<file path="config.mk">
export PLATFORM = sky130hd
export DESIGN_NAME = ready_skid_reg
export DESIGN_NICKNAME = d
export VERILOG_FILES = /design/src/rtl/ready_skid_reg.sv
export SDC_FILE = /design/constraint.sdc
export NUM_CORES = 1
export LEC_CHECK = 0
export ABC_AREA = 1
export CAP_MARGIN = 20
export CORE_MARGIN = 2
export CORE_UTILIZATION = 50
export CTS_BUF_LIST = sky130_fd_sc_hd__clkbuf_16
export DETAILED_ROUTE_END_ITERATION = 8
export PLACE_DENSITY = 0.84
export SETUP_SLACK_MARGIN = 0.05
export SLEW_MARGIN = 20
export SYNTH_ARGS = -nofsm -noshare
export SYNTH_HDL_FRONTEND = slang
export SYNTH_SLANG_ARGS = --single-unit
export TNS_END_PERCENT = 30
</file>
<file path="constraint.sdc">
create_clock -name clk -period 1.5 [get_ports clk]
set_input_delay 0.3 -clock clk [delete_from_list [all_inputs] [get_ports clk]]
set_output_delay 0.3 -clock clk [all_outputs]
set_load 0.02 [all_outputs]
</file>
<file path="src/rtl/ready_skid_reg.sv">
// Valid/ready register slice with a skid slot so in_ready comes straight from a flop.
// Optional stall counter enabled by defining READY_SKID_REG_STATS_EN.
module ready_skid_reg #(
  parameter int DATA_WIDTH = 32
) (
  input  logic                  clk,
  input  logic                  rst_n,
  input  logic [DATA_WIDTH-1:0] in_data,
  input  logic                  in_valid,
  output logic                  in_ready,
  output logic [DATA_WIDTH-1:0] out_data,
  output logic                  out_valid,
  input  logic                  out_ready,
  output logic [1:0]            occupancy
`ifdef READY_SKID_REG_STATS_EN
  ,
  output logic [15:0]           stall_count
`endif
);

  typedef enum logic [1:0] {
    EMPTY = 2'd0,
    BUSY  = 2'd1,
    FULL  = 2'd2
  } state_t;

  state_t                state;
  state_t                state_nx;
  logic [DATA_WIDTH-1:0] skid;
  logic [DATA_WIDTH-1:0] main_nx;
  logic [DATA_WIDTH-1:0] skid_nx;
  logic [1:0]            occ_nx;
  logic                  in_xfer;
  logic                  out_xfer;

  assign in_xfer  = in_valid & in_ready;
  assign out_xfer = out_valid & out_ready;

  always_comb begin
    state_nx = state;
    main_nx  = out_data;
    skid_nx  = skid;
    unique case (state)
      EMPTY: begin
        if (in_xfer) begin
          state_nx = BUSY;
          main_nx  = in_data;
        end
      end
      BUSY: begin
        if (in_xfer && out_xfer) begin
          main_nx = in_data;
        end else if (in_xfer) begin
          state_nx = FULL;
          skid_nx  = in_data;
        end else if (out_xfer) begin
          state_nx = EMPTY;
        end
      end
      FULL: begin
        // in_ready is low here, so only the drain side can move
        if (out_ready) begin
          state_nx = BUSY;
          main_nx  = skid;
        end
      end
      default: begin
        state_nx = EMPTY;
      end
    endcase
  end

  always_comb begin
    occ_nx = 2'd0;
    unique case (state_nx)
      EMPTY:   occ_nx = 2'd0;
      BUSY:    occ_nx = 2'd1;
      FULL:    occ_nx = 2'd2;
      default: occ_nx = 2'd0;
    endcase
  end

  always_ff @(posedge clk or negedge rst_n) begin
    if (!rst_n) begin
      state     <= EMPTY;
      out_data  <= '0;
      skid      <= '0;
      in_ready  <= 1'b0;
      out_valid <= 1'b0;
      occupancy <= 2'd0;
    end else begin
      state     <= state_nx;
      out_data  <= main_nx;
      skid      <= skid_nx;
      in_ready  <= (state_nx != FULL);
      out_valid <= (state_nx != EMPTY);
      occupancy <= occ_nx;
    end
  end

`ifdef READY_SKID_REG_STATS_EN
  always_ff @(posedge clk or negedge rst_n) begin
    if (!rst_n) begin
      stall_count <= 16'd0;
    end else if (out_valid && !out_ready &&
                 (stall_count != 16'hFFFF)) begin
      stall_count <= stall_count + 16'd1;
    end
  end
`endif

endmodule
</file>
==> results of run 1 <==
[power breakdown]
part           switching, uW  internal [uW]  total (uW)  leakage [uW]
combinational           2570           1620        4190       0.00134
sequential               434           2790        3230      0.000823
clock                    782           1270        2050      0.000133
[cell usage in the layout (no fill, tap or decap), drive strengths merged]
| master | n |
|---|---|
| a21oi | 32 |
| buf | 17 |
| bufinv | 1 |
| clkbuf | 9 |
| clkdlybuf4s50 | 34 |
| clkinv | 3 |
| clkinvlp | 3 |
| dfrtp | 70 |
| dlygate4sd2 | 36 |
| dlygate4sd3 | 1 |
| inv | 37 |
| nand2 | 108 |
| nand3 | 36 |
| nor2 | 37 |
| o21ai | 32 |
| or2 | 1 |
[cell type report]
| type | count | area, um^2 | share of cell area, % |
|---|---|---|---|
| multi-input combinational | 246 | 1170 | 27.0 |
| sequential | 70 | 1750 | 40.4 |
| timing repair buffer | 88 | 885 | 20.4 |
| clock inverter | 7 | 65.1 | 1.50 |
| inverter | 37 | 144 | 3.32 |
| clock buffer | 9 | 225 | 5.19 |
| tap | 77 | 96.3 | 2.22 |
[metrics by stage]
stage	instances	setup WS, ns
floorplan	376	0.271
global placement	517	-0.254
detailed placement	517	-0.348
CTS	534	0.0945
global route	534	0.0230
finish	534	0.104
[layer usage]
layer / track usage [%] / vias up / routed length (um)
met1: 26.8 / 1281 / 3080
met5: 0 / - / 0
li1: - / 1333 / -
met3: 4.55 / 18 / 339
met4: 9.82 / 0 / 170
met2: 39.3 / 80 / 3760
[how the worst max path moves through the flow]
stage                     startpoint  cells after the start  slack (ns)           end
after floorplan            out_valid                      7        0.27  out_data[10]
after global placement      in_valid                      8       -0.25  out_data[20]
after detailed placement    in_valid                      8       -0.35  out_data[29]
after CTS                  out_ready                      8        0.09  out_data[30]
after global routing        in_valid                      8        0.02   out_data[1]
final                      out_ready                      8        0.10   out_data[5]
[registers in the layout, indices dropped and copies added (netlist names)]
register / cells
out_data: 32
skid: 32
occupancy: 2
state: 2
in_ready: 1
out_valid: 1
[kinds of logic (layout without fill, tap and decap cells)]
group,count (synthesis),after routing,synth area share [%]
flip-flops,70,70,54.7
AO/OA/AOI/OAI,64,64,12.8
AND/OR/NAND/NOR,182,182,23.3
buffers and inverters,60,141,9.22
[repair_timing]
action | in CTS | in global routing
hold buffers | 1 | 0
hold endpoints to repair | 19 | 0
endpoints found under the setup margin | 68 | 21
gates resized for setup | 37 | 3
==> results.json, run 1 <==
{
  "synth_top_cells_by_count": "107 x nand2_1, 70 x dfrtp_1, 36 x nor2_1",
  "vias": 2712,
  "crit_top_cell": "nand2_1",
  "cp_data_required_time_ns": 1.76,
  "grt_max_degree": 34,
  "startpoint_type": "primary input",
  "fillerInstances": 496,
  "post_dp_cell_area_mm2": 0.00407,
  "start_util_pct": 51.0,
  "cts_setup_buffers": 0,
  "r2r_end": "out_data[17]",
  "design.die.area_mm2": 0.00706,
  "nNetsFinal": 488,
  "antenna_found_initial": 0,
  "slowest_delay_ns": 0.51,
  "power_density_mw_per_mm2": 2180,
  "die_y_um": 84.0,
  "path_cells": "clkdlybuf4s50_1, nand2_1, nor2_1, nand2_2, nand3_2, buf_12, nand2_1, nand2_1",
  "worst_path_max_delay_cell": "clkdlybuf4s50_1",
  "hold_ws_ns": 0.400,
  "synth_area_mm2": 0.00320,
  "rsz0062_at_grt": "true",
  "max_freq_mhz": 716,
  "htreeDepth": 3,
  "status": "finished clean",
  "dieWidth_um": 84.0,
  "portBuffers": 71,
  "ys_seq_area_share_pct": 54.7,
  "drc": 0,
  "synth_flop_cell": "dfrtp_1",
  "fin_crit_sh_pct": 93.1,
  "grt_pass1_vias": 2840,
  "ys_async_sr_fraction_pct": 100,
  "yosysWarnings": 0,
  "path_delay_family": "buffers and inverters",
  "yosys.area.top_type": "dfrtp_1",
  "maxSlewViolCount": 0,
  "cts_tree": "yes",
  "detail-route-antenna-nets": 0,
  "track_usage_pct": 22.5,
  "fin_crit_ns": 1.40,
  "coreArea_mm2": 0.00628,
  "rr_worst_depth": 7,
  "cts_sinks": 70,
  "synth_cells": 376,
  "fin_area_mm2": 0.00434,
  "crit_path_max_fanout": 20,
  "clk_path_buf_depth": 2,
  "hold_class": "primary input to async pin",
  "drive_above_1_share_pct": 14.0,
  "synth_edf_count": 0,
  "rr_startpoint": "in_ready",
  "dpl.hpwl_um": 5050,
  "maxSlewHeadroom_pct": 80.8,
  "path_clk_slew_ns": 0.06,
  "diodes": 0,
  "fin_util_pct": 69.1,
  "ys_top_cells_by_area": "dfrtp_1 55%, nand2_1 13%, a21oi_2 6.6%",
  "pin_count": 72,
  "maxCapViolCount": 0,
  "drtIter0Drc": 127,
  "cp.buffers_inverters": 2,
  "finalSetupViolations": 0,
  "dr.pass1.iters": 5,
  "tightest_slew_ns": 0.289,
  "vdd_drop_max_mv": 1.19,
  "place_congestion": 0.753,
  "synth.distinct_cells": 19,
  "synth_fp_nets": 412,
  "arrival_ns": 1.66,
  "clock_latency_ns": 0.33,
  "num_rows": 29,
  "cts_buffers": 9,
  "ys_ff_latch": 70,
  "cp-end-kind": "flip-flop",
  "wl_um": 7350,
  "regToRegSetupSlack_ns": 0.18,
  "via_per_inst": 5.08,
  "overflow": 0,
  "wl_per_cell_um": 13.8,
  "grt_pass1_wl_um": 12700,
  "finalSetupTns_ns": 0,
  "yosysMostFrequentCell": "nand2_1",
  "yosys.area.top_type_share_pct": 54.7,
  "clock_skew_ns": 0.00445,
  "p_total_uw": 9470,
  "syn_area_per_cell_um2": 8.52,
  "p_leak_uw": 0.00229,
  "area_growth_syn_to_layout_pct": 35.4,
  "finalHoldViolations": 0,
  "clockRootBuffer": "clkbuf_16",
  "worstSetupPathType": "primary input to flip-flop"
}
Power figures use the tool's default switching activity.
==> run 2: changes to the inputs <==
Settings changed: REMOVE_ABC_BUFFERS set to 1.
Clock period 1.5 ns to 1.3 ns, I/O delays scaled along.
==> run 2 against run 1 <==
Net effect:
- first-iteration DRC count increased by 43%
- register-to-register slack got worse by 0.21 ns
- final area increased by 5.6%
- combinational power increased by 31%
- total power increased by 25%
- the flow now finishes with violations (setup timing)
- largest cell class unchanged
- routed wire length increased by 12%
- global-route usage increased by 2.3 points
- largest power group unchanged
==> results.json, run 2 (synthesis gave the netlist of run 1 again) <==
{
  "status": "finished, violations left",
  "violations": "setup timing",
  "maxSlewViolCount": 0,
  "drtIter0Drc": 181,
  "finalHoldViolations": 0,
  "die_y_um": 84.0,
  "hold_class": "primary input to async pin",
  "rr_startpoint": "state[1]",
  "cts_buffers": 9,
  "start_util_pct": 51.0,
  "fin_crit_ns": 1.33,
  "slowest_delay_ns": 0.47,
  "detail-route-antenna-nets": 0,
  "p_comb_share_pct": 46.6,
  "path_cells": "nor2_4, nand3_4, buf_6, buf_12, nor2_2, a21oi_2",
  "regToRegSetupSlack_ns": -0.03,
  "worstSetupPathType": "flip-flop to flip-flop",
  "rr_worst_depth": 6,
  "worst_path_max_delay_cell": "dfrtp_2",
  "wl_per_cell_um": 15.2,
  "p_int_uw": 7090,
  "clockRootBuffer": "clkbuf_16",
  "grtUsageMet3_pct": 3.66,
  "dpl.hpwl_um": 4800,
  "grt_use_met2_pct": 41.8,
  "power_switching_share_pct": 39.9,
  "cts_tree": "yes",
  "area_growth_syn_to_layout_pct": 42.9,
  "max_freq_mhz": 755,
  "path_clk_slew_ns": 0.06,
  "cts_sinks": 70,
  "maxSlewHeadroom_pct": 79.3,
  "vdd_drop_max_mv": 1.45,
  "crit_end": "skid[0]",
  "clk_path_buf_depth": 2,
  "via_per_inst": 5.23,
  "p_leak_uw": 0.00235,
  "antenna_found_initial": 0,
  "fin_area_mm2": 0.00458,
  "finalSetupTns_ns": -0.309,
  "dr.pass1.iters": 5,
  "rsz0062_at_grt": "true",
  "power.share.sequential_pct": 32.1,
  "grt_max_degree": 34,
  "htreeDepth": 3,
  "drive_above_1_share_pct": 30.0,
  "place_inst": 515,
  "busiest_layer": "met2",
  "final_common_cell": "nand2_1",
  "wl_um": 8220,
  "grt_pass1_wl_um": 13800,
  "power.switching_uw": 4710,
  "finalSetupViolations": 31,
  "cp-end-kind": "flip-flop",
  "clock_latency_ns": 0.33,
  "p_total_uw": 11800,
  "fin_crit_sh_pct": 102,
  "reg_top3": "out_data x32, skid x32",
  "vias": 2823,
  "place_congestion": 0.751,
  "design.die.area_mm2": 0.00706,
  "power_density_mw_per_mm2": 2580,
  "crit_path_max_fanout": 9,
  "coreArea_mm2": 0.00628,
  "grt_util_met1_pct": 32.3,
  "final_cell_mix": "99 x nand2_1, 69 x dfrtp_1, 35 x inv_1",
  "num_rows": 29,
  "diodes": 0,
  "clock_power_share_pct": 21.3,
  "pin_count": 72,
  "arrival_ns": 1.54,
  "tightest_slew_ns": 0.310,
  "grt_pass1_vias": 2865,
  "overflow": 0,
  "nNetsFinal": 494,
  "post_dp_cell_area_mm2": 0.00409,
  "drc": 0,
  "instances_no_fill": 540,
  "r2r_end": "skid[0]",
  "startpoint_type": "flip-flop",
  "maxCapViolCount": 0,
  "portBuffers": 71,
  "cp-startpoint": "state[1]",
  "track_usage_pct": 24.8,
  "dieWidth_um": 84.0,
  "setup_ws_ns": -0.0251,
  "cp_data_required_time_ns": 1.52,
  "clock_skew_ns": 0.00480
}
[run 2: power groups by stage]
stage / combinational (uW) / clock (uW) / sequential, uW
global placement: 5040 / 0 / 3740
floorplan: 2290 / 0 / 4310
CTS: 5530 / 2540 / 3760
global route: 6030 / 2630 / 3870
finish: 5500 / 2510 / 3780
detailed placement: 5220 / 0 / 3770
[run 2: final cells by class]
type,count,area [um^2]
sequential,70,1750
fill,442,1700
multi-input combinational,246,1310
timing repair buffer,93,961
clock buffer,9,225
inverter,37,144
tap,77,96.3
clock inverter,7,80.1
timing repair inverter,1,8.76
[run 2: worst min-delay path by stage]
stage	depth (start not counted)	from	slack (ns)	endpoint
final	2	rst_n	0.37	skid[26]
after detailed placement	1	rst_n	0.18	out_data[19]
after CTS	2	rst_n	0.37	out_data[19]
after global placement	1	rst_n	0.17	out_data[19]
after global routing	2	rst_n	0.41	skid[26]
after floorplan	0	rst_n	-0.04	in_ready
[run 2: repair_timing]
action	CTS	global route
gates resized for setup	132	51
cloned	4	0
setup buffers	4	0
hold endpoints to repair	21	0
hold buffers	1	0
endpoints found under the setup margin	102	91
pin swaps	3	2
[run 2: routing by layer]
layer / vias to the layer above / wire length, um / part of all wire, %
met5: - / 0 / 0
met4: 0 / 149 / 1.8
met3: 13 / 411 / 5.0
met2: 97 / 4150 / 51
met1: 1362 / 3510 / 43
li1: 1351 / - / -
[run 2: worst max-delay path: cells and delay by family, from the launching register on]
kind | cells | cell delay, ns
flops | 1 | 0.47
buf+inv | 2 | 0.31
simple gates | 3 | 0.39
compound gates | 1 | 0.04
[run 2: per-stage QoR]
stage	util, %	hold WS [ns]	worst slack (ns)
3_3_place_gp	65.2	0.171	-0.411
3_5_place_dp	65.2	0.176	-0.475
6_report	72.9	0.367	-0.0251
5_1_grt	72.9	0.410	-0.0746
4_1_cts	73.5	0.374	0.0169
2_1_floorplan	-	-0.0356	-0.784
